**src/rtl/align_monitor.sv**
```systemverilog
// align_monitor: training-pattern checker for the PLL phase controller.
// Each accepted word is classified as GOOD, ROT (rotated pattern) or BERR over
// a window of WIN_LEN valid words. A one-cycle status_valid pulse delivers
// align_status = {rotation error, bit error}. Lock loss, stop, or any phase
// change restarts the measurement so the controller never sees a stale result.
module align_monitor #(
  parameter int unsigned     DW         = 8,
  parameter logic [DW-1:0]   PATTERN    = 8'b00001111,
  parameter int unsigned     SETTLE     = 16,
  parameter int unsigned     WIN_LEN    = 64,
  parameter int unsigned     ERR_THRESH = 0
) (
  input  logic                           clk,
  input  logic                           reset_n,
  input  logic                           lock,
  input  logic [3:0]                     phase,
  input  logic                           stop,
  input  logic                           data_valid,
  input  logic [DW-1:0]                  data,
  output logic [1:0]                     align_status,
  output logic                           status_valid,
  output logic [$clog2(DW)-1:0]          rot_amt,
  output logic [$clog2(WIN_LEN+1)-1:0]   err_cnt
);

  localparam int unsigned RW = $clog2(DW);
  localparam int unsigned CW = $clog2(WIN_LEN + 1);
  localparam int unsigned SW = $clog2(SETTLE + 1);

  localparam logic [CW-1:0] WIN_LAST    = CW'(WIN_LEN - 1);
  localparam logic [CW-1:0] WIN_FULL    = CW'(WIN_LEN);
  localparam logic [CW-1:0] THRESH      = CW'(ERR_THRESH);
  localparam logic [SW-1:0] SETTLE_LAST = SW'(SETTLE - 1);

  typedef enum logic [1:0] {
    S_IDLE,
    S_SETTLE,
    S_MEASURE,
    S_REPORT
  } state_t;

  state_t state, next_state;

  logic          lock_m, lock_s;
  logic [3:0]    phase_q;
  logic [SW-1:0] settle_cnt;
  logic [CW-1:0] win_cnt, rot_cnt, berr_cnt;

  logic          restart, accept, last_word, settle_done;
  logic          is_good, is_rot;
  logic [RW-1:0] rot_hit;

  function automatic logic [DW-1:0] rotl(input logic [DW-1:0] v, input int unsigned r);
    return (v << r) | (v >> (DW - r));
  endfunction

  // Two-flop synchronizer for the asynchronous PLL lock, plus phase history.
  always_ff @(posedge clk) begin
    if (!reset_n) begin
      lock_m  <= 1'b0;
      lock_s  <= 1'b0;
      phase_q <= '0;
    end else begin
      lock_m  <= lock;
      lock_s  <= lock_m;
      phase_q <= phase;
    end
  end

  // Word classification against the pattern and each of its rotations.
  always_comb begin
    is_good = (data == PATTERN);
    is_rot  = 1'b0;
    rot_hit = '0;
    for (int unsigned r = 1; r < DW; r++) begin
      if (data == rotl(PATTERN, r)) begin
        is_rot  = 1'b1;
        rot_hit = RW'(r);
      end
    end
  end

  // State register.
  always_ff @(posedge clk) begin
    if (!reset_n) state <= S_IDLE;
    else          state <= next_state;
  end

  // Next-state logic; a restart overrides every other transition.
  always_comb begin
    next_state  = state;
    restart     = (state != S_IDLE) && (!lock_s || stop || (phase != phase_q));
    accept      = (state == S_MEASURE) && data_valid && !restart;
    last_word   = accept && (win_cnt == WIN_LAST);
    settle_done = (state == S_SETTLE) && (settle_cnt == SETTLE_LAST);
    if (restart) begin
      next_state = lock_s ? S_SETTLE : S_IDLE;
    end else begin
      case (state)
        S_IDLE:    if (lock_s) next_state = S_SETTLE;
        S_SETTLE:  if (settle_done) next_state = S_MEASURE;
        S_MEASURE: if (last_word) next_state = S_REPORT;
        S_REPORT:  next_state = S_MEASURE;
        default:   next_state = S_IDLE;
      endcase
    end
  end

  // Window counters and registered status outputs.
  always_ff @(posedge clk) begin
    if (!reset_n) begin
      settle_cnt   <= '0;
      win_cnt      <= '0;
      rot_cnt      <= '0;
      berr_cnt     <= '0;
      align_status <= 2'b11;
      status_valid <= 1'b0;
      rot_amt      <= '0;
      err_cnt      <= '0;
    end else begin
      status_valid <= 1'b0;
      if (restart) begin
        align_status <= 2'b11;
        settle_cnt   <= '0;
        win_cnt      <= '0;
        rot_cnt      <= '0;
        berr_cnt     <= '0;
      end else begin
        case (state)
          S_IDLE: begin
            align_status <= 2'b11;
            settle_cnt   <= '0;
          end
          S_SETTLE: begin
            if (settle_done) begin
              settle_cnt <= '0;
              win_cnt    <= '0;
              rot_cnt    <= '0;
              berr_cnt   <= '0;
            end else begin
              settle_cnt <= settle_cnt + 1'b1;
            end
          end
          S_MEASURE: begin
            if (accept) begin
              win_cnt <= win_cnt + 1'b1;
              if (is_rot) begin
                rot_amt <= rot_hit;
                if (rot_cnt != WIN_FULL) rot_cnt <= rot_cnt + 1'b1;
              end else if (!is_good) begin
                if (berr_cnt != WIN_FULL) berr_cnt <= berr_cnt + 1'b1;
              end
            end
          end
          S_REPORT: begin
            align_status <= {(rot_cnt > THRESH), (berr_cnt > THRESH)};
            err_cnt      <= berr_cnt;
            status_valid <= 1'b1;
            win_cnt      <= '0;
            rot_cnt      <= '0;
            berr_cnt     <= '0;
          end
          default: ;
        endcase
      end
    end
  end

endmodule

```
**config.mk**
```make
export PLATFORM = sky130hd
export DESIGN_NAME = align_monitor
export DESIGN_NICKNAME = d
export VERILOG_FILES = /design/src/rtl/align_monitor.sv
export SDC_FILE = /design/constraint.sdc
export NUM_CORES = 1
export LEC_CHECK = 0
export CORE_UTILIZATION = 35
export CTS_BUF_LIST = sky130_fd_sc_hd__clkbuf_4 sky130_fd_sc_hd__clkbuf_8
export DETAILED_ROUTE_END_ITERATION = 10
export SLEW_MARGIN = 10
export SYNTH_ARGS = -nofsm -noshare
export SYNTH_HDL_FRONTEND = slang
export SYNTH_SLANG_ARGS = --single-unit
```
**constraint.sdc**
```tcl
create_clock -name clk -period 2.1 [get_ports clk]
set_input_delay 0.315 -clock clk [delete_from_list [all_inputs] [get_ports clk]]
set_output_delay 0.315 -clock clk [all_outputs]
set_load 0.02 [all_outputs]
```
**Word-level counts from Yosys, hierarchy flattened**

Cells that the tools add are included.

- Register bits: 47
- Input port bits: 17
- Output and inout bits: 13
- Word-level logic and storage cells: 103

- Add/subtract/negate cells: 4
- $lt $le $gt $ge: 2
- Equal/unequal tests: 26
- Muxes and demuxes: 36
- Bitwise gates (word level): 2
- Reduce and logical (&&, ||, !) cells: 21

Operator list:

| kind | count |
|---|---|
| $mux 7 | 9 |
| $pmux 7 s3 | 3 |
| $eq 8x8->1 const B | 4 |
| $add 7x1->7 const B | 3 |
| $mux 3 | 6 |
| $gt 7x1->1 const B | 2 |
| $ne 7x7->1 const B | 2 |
| $mux 1 | 10 |
| $ne 2x2->1 const B | 5 |
| $pmux 5 s2 | 1 |
| $ne 3x3->1 const B | 3 |
| $eq 8x4->1 const B | 1 |
| $eq 8x5->1 const B | 1 |
| $eq 8x6->1 const B | 1 |
| $eq 8x7->1 const B | 1 |
| $mux 2 | 4 |
| $pmux 2 s4 | 1 |
| $eq 7x6->1 const B | 1 |
| $reduce_and 3->1 | 2 |
| $reduce_and 6->1 | 1 |
| $reduce_bool 2->1 | 3 |
| $add 5x1->5 const B | 1 |
| $eq 5x4->1 const B | 1 |
| $logic_and 1x1->1 | 5 |
| 15 further kinds | 20 |

**Logic depth before layout (Yosys ltp)**

Gate-level depths: netlist of run 1.

- Word-level depth: 11
- Gate-level depth with buffers: 9
- Mapped depth without buffers: 8

**Worst setup path before layout of run 1**

No wires, ideal clock.

- Path type: flip-flop to flip-flop
- From: reg settle_cnt[0]
- To: reg berr_cnt[5]
- Data arrival time: 2021 ps
- Setup slack: 8 ps
- Cell stages (with the launch flop): 9
- Clock period less this slack: 2092 ps
- Cell sequence: dfxtp_1 -> ha_1 -> nand3_1 -> o21ai_2 -> and2_0 -> nand4_1 -> clkbuf_1 -> or4_1 -> a21oi_1

- Word-level cells in the longest chain between the ends: 4

Ends and longest elaborated chain:

| what | RTL line | RTL |
|---|---|---|
| start, declared | 46 | `logic [SW-1:0] settle_cnt;` |
| start signal, assigned | 141 | `settle_cnt <= settle_cnt + 1'b1;` |
| $eq 5x4->1 | 95 | `settle_done = (state == S_SETTLE) && (settle_cnt == SETTLE_LAST);` |
| $logic_and 1x1->1 | 95 |  |
| $ne 2x2->1 (no line) | - |  |
| $reduce_and 6->1 (no line) | - |  |
| end signal, assigned | 151 | `if (berr_cnt != WIN_FULL) berr_cnt <= berr_cnt + 1'b1;` |
| end, declared | 47 | `logic [CW-1:0] win_cnt, rot_cnt, berr_cnt;` |

No other way between the ends.
A chain may end at the register's enable or synchronous reset.

**Final worst setup path of run 1**

- From: in data[1]
- To: reg berr_cnt[4]

- Word-level cells in the longest chain between the ends: 10
- Elaborated cells between the ends (all ways): 18

Ends and longest elaborated chain:

| what | RTL line | RTL |
|---|---|---|
| start, declared | 19 | `input logic [DW-1:0] data,` |
| $eq 8x5->1 | 76 | `if (data == rotl(PATTERN, r)) begin` |
| $mux 1 (7 in series) | 76 |  |
| $ne 2x2->1 (no line) | - |  |
| $reduce_and 6->1 (no line) * | - |  |

Mark *: on every way between the ends. The rest lies on a longest branch, timed or not.

==> results of run 1 <==
==> final cells by class <==
class | count | area, µm²
fillers | 644 | 3460
multi-input cells | 222 | 1460
flip-flops and latches | 47 | 943.4
repair buffers | 73 | 641.9
well taps | 80 | 100.1
clock buffers | 5 | 68.82
inverters | 12 | 45.04
clock inverters | 2 | 37.54
==> worst reg2reg max path, stage by stage (launching register included) <==
cell,delay [ns]
dfxtp_2,0.36
ha_2,0.20
nand3_1,0.12
o21ai_2,0.14
and2_0,0.19
nand4_1,0.11
buf_4,0.17
or4_1,0.47
a21oi_1,0.15
==> sequential cells by signal, indices dropped and copies added (netlist names) <==
register,flops
err_cnt,7
rot_cnt,7
win_cnt,7
state,2
rot_amt,3
berr_cnt,7
align_status,2
status_valid,1
lock_s,1
lock_m,1
settle_cnt,5
phase_q,4
==> how the worst max path moves through the flow <==
stage | start | endpoint | slack [ns]
floorplan | settle_cnt[0] | berr_cnt[5] | 0.008
global placement | data[0] | berr_cnt[5] | -0.30
detailed placement | data[1] | rot_cnt[4] | -0.36
CTS | data[5] | berr_cnt[4] | 0.03
global route | data[1] | berr_cnt[6] | -0.007
finish | data[1] | berr_cnt[4] | 0.02
==> power groups by stage <==
stage / Sequential [mW] / Clock (mW) / Combinational (mW)
after floorplan: 0.925 / 0 / 0.0853
after global placement: 0.925 / 0 / 0.181
after detailed placement: 0.925 / 0 / 0.183
after CTS: 0.905 / 0.671 / 0.185
after global routing: 0.906 / 0.714 / 0.206
final: 0.904 / 0.651 / 0.188
==> metrics by stage <==
stage / setup WS [ns] / cells / total power, mW
2_1_floorplan: 0.007866 / 288 / 1.010
3_3_place_gp: -0.2964 / 432 / 1.107
3_5_place_dp: -0.3613 / 432 / 1.108
4_1_cts: 0.02537 / 439 / 1.760
5_1_grt: -0.007097 / 441 / 1.826
6_report: 0.02235 / 441 / 1.743
==> placed cells by master (no fill, tap or decap), types with 10 or more instances in the layout <==
cell type	count
nand4_1	11
clkdlybuf4s50_1	24
nor2_1	33
nand3_1	17
nand2_1	20
and2_1	10
inv_1	11
o21ai_0	11
buf_4	43
dfxtp_1	45
a21oi_1	20
==> layer usage <==
layer | vias to the layer above | wire length [µm]
met3 | 2 | 219
met1 | 1056 | 2784
li1 | 1187 | -
met2 | 37 | 2708
met5 | - | 0
met4 | 0 | 35
==> cell families after synthesis <==
family | count (synthesis)
AND/OR/NAND/NOR | 135
flip-flops | 47
multiplexers | 9
adder cells (fa/ha/maj) | 10
XOR/XNOR | 13
AO/OA/AOI/OAI | 55
buffers and inverters | 19
==> what timing repair did <==
item,in CTS,in global routing
endpoints found under the hold margin,0,0
gates cloned,0,0
pin swaps,1,6
setup endpoints to repair,7,6
setup buffers,0,2
gates resized for setup,4,12
==> impl_metrics.tcl, run 1 <==
set metrics [dict create \
    place.gp.congestion 0.8458 \
    cts_tree "yes" \
    leakage_nw 1.327 \
    ant_nets 0 \
    synth.area.mux_share_pct 3.689 \
    coreArea_mm2 0.006756 \
    yosys.area_share.simple_pct 30.48 \
    async_flop_share_pct 0 \
    min_delay_worst_endpoint "lock_s" \
    netlist_top_cells_count "dfxtp_1 (47), nor2_1 (34), a21oi_1 (20), nand2_1 (20), nand3_1 (17)" \
    htree_levels 2 \
    area_growth_pct 34.99 \
    post-route-period-util_pct 98.94 \
    synth_top_family_by_area "simple AND/OR/NAND/NOR gates" \
    fmaxAchievable_ghz 0.4813 \
    clk_pin_slew_worst_paths_ns 0.09 \
    grt_pass1_vias 2062 \
    drt-total-wl_um 5747 \
    hold_slack_ns 0.4404 \
    worst_path_max_delay_cell "or4_1" \
    whs_path_depth 1 \
    power_density_mw_per_mm2 528.8 \
    use_met1_pct 21.54 \
    drt-pass1-iter-count 4 \
    synth-xor-area-share_pct 4.662 \
    dp_hpwl_um 4374 \
    syn_inst 288 \
    synth_edf_count 0 \
    required_ns 2.32 \
    synth_compound_gate_area_share_pct 14.29 \
    final_nets 388 \
    setup_violations 0 \
    overflow 0 \
    die_x_um 85.54 \
    r2r_start "settle_cnt[1]" \
    fin_setup_tns_ns 0 \
    grt_max_degree 19 \
    skew_ns 0.009608 \
    worstHoldStart "lock_m" \
    rrSetupSlack_ns 0.13 \
    yosys.area.top_type "dfxtp_1" \
    combPwrFrac_pct 10.8 \
    port_buffers 29 \
    syn_nets 315 \
    clk_path_buf_depth 2 \
    grt_pass1_wl_um 9508 \
    post_drt_wl_per_cell_um 13.03 \
    crit_fanout 9 \
    critPathTopFamily "simple AND/OR/NAND/NOR gates" \
    worstSkewPairLatency_ns 0.29 \
    fin_util_pct 48.80 \
    status "finished, final reports clean" \
    crit_cells 7 \
    endpoint_kind "flop" \
    floorplan.initialDensity_pct 36.15 \
    antenna_found_initial 0 \
    cpPeakStageDelay_ns 0.51 \
    use_met2_pct 27.27 \
    synth-seq-area-share_pct 38.52 \
    p_int_mw 1.342 \
    start_kind "primary input" \
    synthAdderAreaFrac_pct 5.123 \
    crit_chain "clkdlybuf4s50_1 > and3b_2 > a32oi_2 > nor2_2 > or2_4 > or4_1 > a21oi_1" \
    antenna_cells_inserted 0 \
    synth_area_mm2 0.002442 \
    slew_headroom_pct 73.16 \
    grtUsageTotal_pct 16.33 \
    synth_area_leaders "dfxtp_1 (39%), nor2_1 (5.2%), ha_1 (5.1%)" \
    ys_ff_latch 47 \
    drtIter0Drc 79 \
    cts-buffers-inserted 5 \
    switching_share_pct 23.05 \
    hold_viol_final 0 \
    placed_area_mm2 0.003127 \
    ctsHoldBuffers 0 \
    vias 2282 \
    grtUsageMet3_pct 4.042 \
    clkPwrFrac_pct 37.3 \
    synth_cell_types 50 \
    rr_endpoint "berr_cnt[4]" \
    cts_root_buf "clkbuf_8" \
    drc 0 \
    worst-path-buf-inv 1 \
    crit_arrival_ns 2.30 \
    die_h_um 85.54 \
    final_cell_area_mm2 0.003297 \
    syn_area_per_cell_um2 8.480 \
    maxCapViolations 0 \
    die_area_mm2 0.007316 \
    top_usage_layer "met2" \
    ys_warn_count 0 \
    cts_sinks 47 \
    ios 30 \
    viasPerCell 5.175 \
    ir_drop_mv 0.3706 \
    pwr-share-seq_pct 51.9 \
    drive_above_1_share_pct 19.39 \
    row_count 30 \
    reg2reg_depth 8 \
    hp-class "reg -> reg" \
    worstSetupPathType "in -> reg" \
    synth_ff_type "dfxtp_1" \
    drv_slew 0 \
    fin_crit_ns 2.078 \
    worstMarginPinSlew_ns 0.3989 \
    yosysTopAreaCellShare_pct 38.52 \
    yosysMostFrequentCell "dfxtp_1" \
    switchingPower_mw 0.4019 \
]
No activity file was read; power rests on OpenSTA's default activity.
==> run 2, diff against run 1 <==
CTS_CLUSTER_SIZE = 28   (was default)
==> results of run 2 <==
Same layout as run 1: the final DEF is identical, and so are final timing and power.
